==> src/rtl/uart_tx_param_if.sv <==
// Host-side handshake bundle for the parametrised UART transmitter.
// The master presents a word and its parity options; the slave answers with ready.
interface uart_tx_param_if #(
    parameter int DATA_BITS = 8
) ();
    logic [DATA_BITS-1:0] d_in;
    logic                 valid;
    logic                 ready;
    logic                 p_en;
    logic                 p_sel;

    modport master (
        output d_in,
        output valid,
        output p_en,
        output p_sel,
        input  ready
    );

    modport slave (
        input  d_in,
        input  valid,
        input  p_en,
        input  p_sel,
        output ready
    );
endinterface

==> src/rtl/uart_tx_param.sv <==
// Parametrised UART transmitter: start, DATA_BITS LSB-first, optional parity, 1-2 stop bits.
// A one-word holding register lets the next frame start straight after the last stop bit.
module uart_tx_param #(
    parameter int CLKS_PER_BIT = 16,
    parameter int DATA_BITS    = 8,
    parameter int STOP_BITS    = 1
) (
    input  logic           clk,
    input  logic           reset,
    uart_tx_param_if.slave s_bus,
    output logic           tx,
    output logic           busy
);

    localparam int DIV_W = $clog2(CLKS_PER_BIT);
    localparam int CNT_W = $clog2(DATA_BITS);
    localparam logic [DIV_W-1:0] DIV_LAST  = DIV_W'(CLKS_PER_BIT - 1);
    localparam logic [CNT_W-1:0] DATA_LAST = CNT_W'(DATA_BITS - 1);
    localparam logic [CNT_W-1:0] STOP_LAST = CNT_W'(STOP_BITS - 1);

    typedef enum logic [2:0] {
        S_IDLE,
        S_START,
        S_DATA,
        S_PARITY,
        S_STOP
    } state_t;

    function automatic logic parity_bit(input logic [DATA_BITS-1:0] data, input logic even);
        return even ? (^data) : (~^data);
    endfunction

    state_t               r_state;
    logic [DIV_W-1:0]     r_div;
    logic [CNT_W-1:0]     r_cnt;
    logic                 r_tx;
    logic                 r_busy;
    logic                 r_hold_full;
    logic                 r_ready;
    logic [DATA_BITS-1:0] r_hold_data;
    logic                 r_hold_pen;
    logic                 r_hold_psel;
    logic [DATA_BITS-1:0] r_shift;
    logic                 r_par;
    logic                 r_pen;

    state_t               w_state_nxt;
    logic [DIV_W-1:0]     w_div_nxt;
    logic [CNT_W-1:0]     w_cnt_nxt;
    logic [DATA_BITS-1:0] w_shift_nxt;
    logic [DATA_BITS-1:0] w_shift_dn;
    logic                 w_tx_nxt;
    logic                 w_busy_nxt;
    logic                 w_load;
    logic                 w_hs;
    logic                 w_hold_full_nxt;
    logic                 w_bit_end;

    assign w_hs       = s_bus.valid & r_ready;
    assign w_bit_end  = (r_div == DIV_LAST);
    assign w_shift_dn = r_shift >> 1;
    // A write and a load on the same edge leave the holding register full.
    assign w_hold_full_nxt = w_hs | (r_hold_full & ~w_load);

    assign s_bus.ready = r_ready;
    assign tx          = r_tx;
    assign busy        = r_busy;

    always_ff @(posedge clk) begin
        if (reset) begin
            r_state     <= S_IDLE;
            r_div       <= '0;
            r_cnt       <= '0;
            r_tx        <= 1'b1;
            r_busy      <= 1'b0;
            r_hold_full <= 1'b0;
            r_ready     <= 1'b1;
        end else begin
            r_state     <= w_state_nxt;
            r_div       <= w_div_nxt;
            r_cnt       <= w_cnt_nxt;
            r_tx        <= w_tx_nxt;
            r_busy      <= w_busy_nxt;
            r_hold_full <= w_hold_full_nxt;
            r_ready     <= ~w_hold_full_nxt;
        end
    end

    always_ff @(posedge clk) begin
        r_shift <= w_shift_nxt;
        if (w_hs) begin
            r_hold_data <= s_bus.d_in;
            r_hold_pen  <= s_bus.p_en;
            r_hold_psel <= s_bus.p_sel;
        end
        if (w_load) begin
            r_par <= parity_bit(r_hold_data, r_hold_psel);
            r_pen <= r_hold_pen;
        end
    end

    // tx/busy are computed for the next state so both outputs stay registered.
    always_comb begin
        w_state_nxt = r_state;
        w_div_nxt   = r_div + 1'b1;
        w_cnt_nxt   = r_cnt;
        w_shift_nxt = r_shift;
        w_tx_nxt    = r_tx;
        w_busy_nxt  = r_busy;
        w_load      = 1'b0;

        unique case (r_state)
            S_IDLE: begin
                w_div_nxt  = '0;
                w_tx_nxt   = 1'b1;
                w_busy_nxt = 1'b0;
                if (r_hold_full) begin
                    w_load      = 1'b1;
                    w_state_nxt = S_START;
                    w_tx_nxt    = 1'b0;
                    w_busy_nxt  = 1'b1;
                end
            end
            S_START: begin
                if (w_bit_end) begin
                    w_div_nxt   = '0;
                    w_cnt_nxt   = '0;
                    w_state_nxt = S_DATA;
                    w_tx_nxt    = r_shift[0];
                end
            end
            S_DATA: begin
                if (w_bit_end) begin
                    w_div_nxt = '0;
                    if (r_cnt == DATA_LAST) begin
                        w_cnt_nxt = '0;
                        if (r_pen) begin
                            w_state_nxt = S_PARITY;
                            w_tx_nxt    = r_par;
                        end else begin
                            w_state_nxt = S_STOP;
                            w_tx_nxt    = 1'b1;
                        end
                    end else begin
                        w_cnt_nxt   = r_cnt + 1'b1;
                        w_shift_nxt = w_shift_dn;
                        w_tx_nxt    = w_shift_dn[0];
                    end
                end
            end
            S_PARITY: begin
                if (w_bit_end) begin
                    w_div_nxt   = '0;
                    w_cnt_nxt   = '0;
                    w_state_nxt = S_STOP;
                    w_tx_nxt    = 1'b1;
                end
            end
            S_STOP: begin
                if (w_bit_end) begin
                    w_div_nxt = '0;
                    if (r_cnt == STOP_LAST) begin
                        w_cnt_nxt = '0;
                        if (r_hold_full) begin
                            w_load      = 1'b1;
                            w_state_nxt = S_START;
                            w_tx_nxt    = 1'b0;
                        end else begin
                            w_state_nxt = S_IDLE;
                            w_busy_nxt  = 1'b0;
                        end
                    end else begin
                        w_cnt_nxt = r_cnt + 1'b1;
                    end
                end
            end
            default: begin
                w_state_nxt = S_IDLE;
            end
        endcase

        if (w_load) begin
            w_shift_nxt = r_hold_data;
        end
    end

endmodule

==> src/flat_wrapper.sv <==
// flat-port wrapper written by rule: the top's interface ports become plain ports
module uart_tx_param_flat 
#(
    parameter int CLKS_PER_BIT = 16,
    parameter int DATA_BITS    = 8,
    parameter int STOP_BITS    = 1
)
  (clk, reset, tx, busy, s_bus_d_in, s_bus_valid, s_bus_p_en, s_bus_p_sel, s_bus_ready);
  uart_tx_param_if #(.DATA_BITS(DATA_BITS)) s_bus_i ();
  input  logic clk;
  input  logic reset;
  output logic tx;
  output logic busy;
  input wire logic [$bits(s_bus_i.d_in)-1:0] s_bus_d_in;
  input wire logic [$bits(s_bus_i.valid)-1:0] s_bus_valid;
  input wire logic [$bits(s_bus_i.p_en)-1:0] s_bus_p_en;
  input wire logic [$bits(s_bus_i.p_sel)-1:0] s_bus_p_sel;
  output wire logic [$bits(s_bus_i.ready)-1:0] s_bus_ready;
  assign s_bus_i.d_in = s_bus_d_in;
  assign s_bus_i.valid = s_bus_valid;
  assign s_bus_i.p_en = s_bus_p_en;
  assign s_bus_i.p_sel = s_bus_p_sel;
  assign s_bus_ready = s_bus_i.ready;
  uart_tx_param #(.CLKS_PER_BIT(CLKS_PER_BIT), .DATA_BITS(DATA_BITS), .STOP_BITS(STOP_BITS)) u_core (.clk(clk), .reset(reset), .s_bus(s_bus_i), .tx(tx), .busy(busy));
endmodule
==> config.mk <==
export PLATFORM = sky130hd
export DESIGN_NAME = uart_tx_param_flat
export DESIGN_NICKNAME = d
export VERILOG_FILES = /design/src/rtl/uart_tx_param_if.sv /design/src/rtl/uart_tx_param.sv /design/src/flat_wrapper.sv
export SDC_FILE = /design/constraint.sdc
export NUM_CORES = 1
export LEC_CHECK = 0
export ABC_AREA = 0
export BUFFER_PORTS_ARGS = -buffer_cell sky130_fd_sc_hd__buf_2
export CORE_MARGIN = 10
export CORE_UTILIZATION = 50
export CTS_CLUSTER_SIZE = 10
export DETAILED_ROUTE_END_ITERATION = 8
export PLACE_DENSITY = 0.69
export SYNTH_ARGS = -nofsm -noshare
export SYNTH_HDL_FRONTEND = slang
export SYNTH_SLANG_ARGS = --single-unit
==> constraint.sdc <==
create_clock -name clk -period 3.25 [get_ports clk]
set_clock_uncertainty 0.2 [all_clocks]
set_input_delay 0.8125 -clock clk [delete_from_list [all_inputs] [get_ports clk]]
set_output_delay 0.8125 -clock clk [all_outputs]
set_load 0.01 [all_outputs]
# [After elaboration in Yosys (flattened, before gate mapping)]
# Index checks and enable logic that the tools add are counted.
[word_totals] out_inout_bits=3 register_bits=34 input_bits=13 elab_cells=94
[classes] mux=41 eq_ne=17 n_reduce_logical=16 add_sub_neg=2 bitwise_logic=5
[ops] cell="$mux W3" count=13
[ops] cell="$mux W8" count=4
[ops] cell="$ne A2 B1 Y1 const B" count=10
[ops] cell="$mux W1" count=17
[ops] cell="$pmux W3 S5" count=1
[ops] cell="$reduce_and A7 Y1" count=2
[ops] cell="$pmux W3 S3" count=1
[ops] cell="$pmux W4 S2" count=1
[ops] cell="$reduce_and A4 Y1" count=2
[ops] cell="$reduce_xnor A8 Y1" count=1
[ops] cell="$reduce_xor A8 Y1" count=1
[ops] cell="$eq A3 B2 Y1 const B" count=2
[ops] cell="$eq A3 B3 Y1 const B" count=2
[ops] cell="$logic_not A3 Y1" count=2
[ops] cell="$reduce_bool A2 Y1" count=3
[ops] cell="$pmux W1 S5" count=1
[ops] cell="$reduce_bool A5 Y1" count=1
[ops] cell="$add A4 B1 Y4 const B" count=1
[ops] cell="$eq A4 B4 Y1 const B" count=1
[ops] cell="$mux W4" count=1
[ops] cell="$pmux W1 S2" count=2
[ops] cell="$reduce_or A4 Y1" count=1
[ops] cell="$add A3 B1 Y3 const B" count=1
[ops] cell="$eq A3 B1 Y1 const B" count=1
[ops] cell="other kinds (7)" count=9

# [Depth between registers and ports, before layout]
[depth] ltp_word=8 ltp_mapped=7 ltp_nobuf=7

# [Least setup slack after synthesis]
# OpenSTA, ideal clock, no wires.
[synth_path] path_kind="register to register" from="reg u_core.r_cnt[0]" to="reg u_core.r_shift[0], enable pin" path_stages_with_launch=4 n_path_buf=0 required_time_ps=2652 period_less_slack_ps=2344 setup_ps=398 arrival_time_ps=1746 slack_ps=906 cell_sequence="dfxtp_1 > ha_1 > ha_1 > o41ai_1"
[synth_via] elab_chain_len=6 word_cells_on_any_way=9 classes_between="eq/ne: 2; mux: 3; reduce/logical: 4"
[synth_lines] element="from (decl)" line="uart_tx_param.sv:35" rtl="logic [CNT_W-1:0] r_cnt;"
[synth_lines] element="from (signal assigned)" line="uart_tx_param.sv:81" rtl="r_cnt <= w_cnt_nxt;"
[synth_lines] element="$logic_not A3 Y1" line="uart_tx_param.sv:162" rtl="if (r_cnt == STOP_LAST) begin"
[synth_lines] element="$mux W1" line="uart_tx_param.sv:162"
[synth_lines] element="$mux W1" line="uart_tx_param.sv:160" rtl="if (w_bit_end) begin"
[synth_lines] element="$pmux W1 S2" line="uart_tx_param.sv:112" rtl="unique case (r_state)"
[synth_lines] element="$ne A2 B1 Y1 (no line) or $reduce_bool A2 Y1 (tied branches)"
[synth_lines] element="$reduce_and A3 Y1 (no line) *"
[synth_lines] element="to (signal assigned)" line="uart_tx_param.sv:90" rtl="r_shift <= w_shift_nxt;"
[synth_lines] element="to (decl)" line="uart_tx_param.sv:43" rtl="logic [DATA_BITS-1:0] r_shift;"
# Every way passes the cells marked *; elsewhere a longest branch is shown, timed or not.
# A chain may end at the register's enable or synchronous reset.

# [Worst setup path after layout]
[layout_path] from="reg u_core.r_cnt[0]" to="reg u_core.r_shift[6] (data pin)"
[layout_via] elab_chain_len=5
[layout_lines] element="$logic_not A3 Y1" line="uart_tx_param.sv:162"
[layout_lines] element="$mux W1" line="uart_tx_param.sv:162"
[layout_lines] element="$mux W1" line="uart_tx_param.sv:160"
[layout_lines] element="$pmux W1 S2" line="uart_tx_param.sv:112"
[layout_lines] element="net u_core.w_load" line="uart_tx_param.sv:54" rtl="logic w_load;"
[layout_lines] element="$mux W8" line="uart_tx_param.sv:182" rtl="if (w_load) begin"
[layout_lines] element="net u_core.w_shift_nxt[6]" line="uart_tx_param.sv:50" rtl="logic [DATA_BITS-1:0] w_shift_nxt;"
# The timed path passes the listed nets, and every way through them passes these cells.

==> flow_summary.yaml <==
outcome:
  status: "completed"
detailed_routing:
  wirelength_um: 2730
  route.met2.wl_um: 1250
  dr_total_vias: 1056
  detail_route.wl_per_cell_um: 13.9
  drt_iter0_drc: 60
  wl_met1_um: 1250
  ant_nets: 0
  detail_route.first_pass.iterations: 4
  top_layer: "met4"
  via_per_inst: 5.39
  dr_wl_met3_um: 172
  drcViolationCount: 0
timing:
  setup_viol: 0
  hold_viol: 0
  fin_crit_sh: 0.669
  setup_slack_ns: 1.08
  slew_headroom: 0.714
  clock.fmax_ghz: 0.460
  slew_violations: 0
  tns_ns: 0
  rsz0062_at_grt: "false"
  fin_crit_ns: 2.17
  worst_pin_slew_ns: 0.428
critical_path:
  cp-startpoint: "u_core.r_cnt[0]"
  cp.depth: 7
  path_buf_inv: 2
  r2r_start: "u_core.r_cnt[0]"
  crit_path_max_fanout: 9
  cp_slowest_stage_delay_ns: 0.35
  reg2reg_depth: 7
  critPathCaptureType: "flip-flop"
  r2r_slack_ns: 1.08
  crit_family: "simple AND/OR/NAND/NOR gates"
  crit_path_start_kind: "flip-flop"
  slowest_stage: "mux2_1"
  critical_path_class: "reg2reg"
  path_cells: "inv_1 -> ha_1 -> nor2b_1 -> a21o_1 -> nand2_1 -> inv_2 -> mux2_1"
  cp.arrival_ns: 2.06
  crit_path_end: "u_core.r_shift[6]"
  r2r-end: "u_core.r_shift[6]"
  required_ns: 3.14
yosys:
  synthMuxAreaShare: 0.0601
  synth-edff-count: 20
  synth_warnings: 0
  yosysTopAreaCell: "edfxtp_1"
  syn_area_per_cell_um2: 11.7
  syn_inst: 133
  synth_top_family_by_area: "compound AO/OA/AOI/OAI gates"
  ys_types: 41
  synthTopCellsByArea: "edfxtp_1, dfxtp_1, mux2_1, xnor2_1, ha_1"
  synthArstFlopShare: 0
  seq_area_frac_synth: 0.564
  syn_area_um2: 1560
  yosysMostFrequentCell: "edfxtp_1"
  synth_common_cells: "edfxtp_1, dfxtp_1, inv_1, nor2_1, xnor2_1"
  yosys.area_share.simple: 0.103
  synth_xor_area_frac: 0.0561
  ys.flop_type: "edfxtp_1"
  synth_compound_area_frac: 0.134
  synth_adder_area_share: 0.0385
  yosysTopAreaCellShare: 0.385
  synth_nets: 150
  synth_seq_cells: 34
clock_tree:
  insertion_delay_ns: 0.34
  h-tree-depth: 2
  numCtsBuffers: 5
  cts-root-buf: "clkbuf_4"
  post_cts_buffers: 0
  clock-sinks: 34
  cts_max_path_buffers: 2
  cts_resized: 0
  path_clk_slew_ns: 0.11
  cts_tree: "done"
  cts_hold_buffers: 0
placement:
  dp_hpwl_um: 2030
  gp_congestion: 0.773
  dpl_worst_slack_ns: 1.11
  io_buffers: 15
floorplan:
  dieWidth_um: 75.9
  rows: 20
  die-area_um2: 5760
  design.core.area_um2: 3030
  die_y_um: 75.9
  initial_core_util: 0.516
  ios: 16
grt:
  grt_max_degree: 14
  first_global_vias: 1042
  antenna_found_initial: 0
  grt_usage: 0.110
  grt-ovfl-total: 0
  grt_pass1_wl_um: 4720
power_and_ir_drop:
  ir_drop_v: 0.000357
  p_leak_nw: 0.668
  total_power_mw: 1.26
  pwr_density_cell_nw_per_um2: 714
flow_run:
  cap_violations: 0
layout:
  fillers: 259
  fin_util: 0.585
  nets: 168
  drive_gt1_frac: 0.191
  area.growth.synth_to_final_pct: 13.4
  antenna-diode-count: 0
min_path:
  hold_start: "u_core.r_hold_pen"
  hold_path_class: "reg2reg"
-- how the worst min path moves through the flow --
stage	to	slack, ns	depth (start not counted)
final	u_core.r_pen	0.25	0
after global routing	u_core.r_pen	0.27	0
after CTS	u_core.r_pen	0.26	0
after detailed placement	u_core.r_pen	0.24	0
after global placement	u_core.r_div[0]	0.23	1
after floorplan	u_core.r_pen	0.20	0
-- where the power goes --
| group | internal, mW | switching [mW] |
|---|---|---|
| logic | 0.129 | 0.150 |
| registers | 0.545 | 0.0544 |
| clock network | 0.241 | 0.146 |
| total | 0.914 | 0.350 |
-- metal layers --
| metal | vias up | track usage |
|---|---|---|
| met4 | 0 | 0.0515 |
| li1 | 518 | - |
| met2 | 34 | 0.156 |
| met5 | - | 0 |
| met3 | 8 | 0.0534 |
| met1 | 496 | 0.137 |
-- registers in the layout, summed over array words and instances (netlist names), 3 cells and up --
register and flops:
u_core.r_cnt 3, u_core.r_shift 8, u_core.r_hold_data 8, u_core.r_state 3
u_core.r_div 4
-- cells in the final DEF, fill, tap and decap left out, types with 5 or more instances in the layout --
master    instances
buf_2            15
o21ai_0           7
dfxtp_1          14
nor2_1            8
inv_1             8
clkbuf_4          5
a21oi_1           7
edfxtp_1         20
xnor2_1           8
mux2_1            7
-- cell type report --
| cell class | instances | area [µm²] | share of cell area |
|---|---|---|---|
| flip-flops and latches | 34 | 881 | 0.498 |
| repair buffers | 16 | 82.6 | 0.0466 |
| inverters | 9 | 33.8 | 0.0191 |
| multi-input cells | 85 | 612 | 0.346 |
| clock inverters | 3 | 68.8 | 0.0389 |
| well taps | 44 | 55.1 | 0.0311 |
| clock buffers | 5 | 37.5 | 0.0212 |
-- kinds of logic after synthesis --
family	after synthesis
AND/OR/NAND/NOR	30
XOR/XNOR	10
multiplexers	8
AO/OA/AOI/OAI	32
flip-flops	34
adder cells (fa/ha/maj)	5
buffers and inverters	14
-- worst reg2reg max path, delay by kind of cell, from the launching register on --
kind | cells | cell delay (ns)
compound gates | 1 | 0.19
fa+ha+maj | 1 | 0.13
buf+inv | 2 | 0.27
flops | 1 | 0.34
mux | 1 | 0.35
simple gates | 2 | 0.45
-- through the flow --
stage               cells  instance area (µm²)  hold slack, ns
floorplan             133                 1560           0.200
global placement      188                 1660           0.231
detailed placement    188                 1660           0.237
CTS                   196                 1770           0.256
global route          196                 1770           0.267
finish                196                 1770           0.253
(Power assumes the default switching activity.)
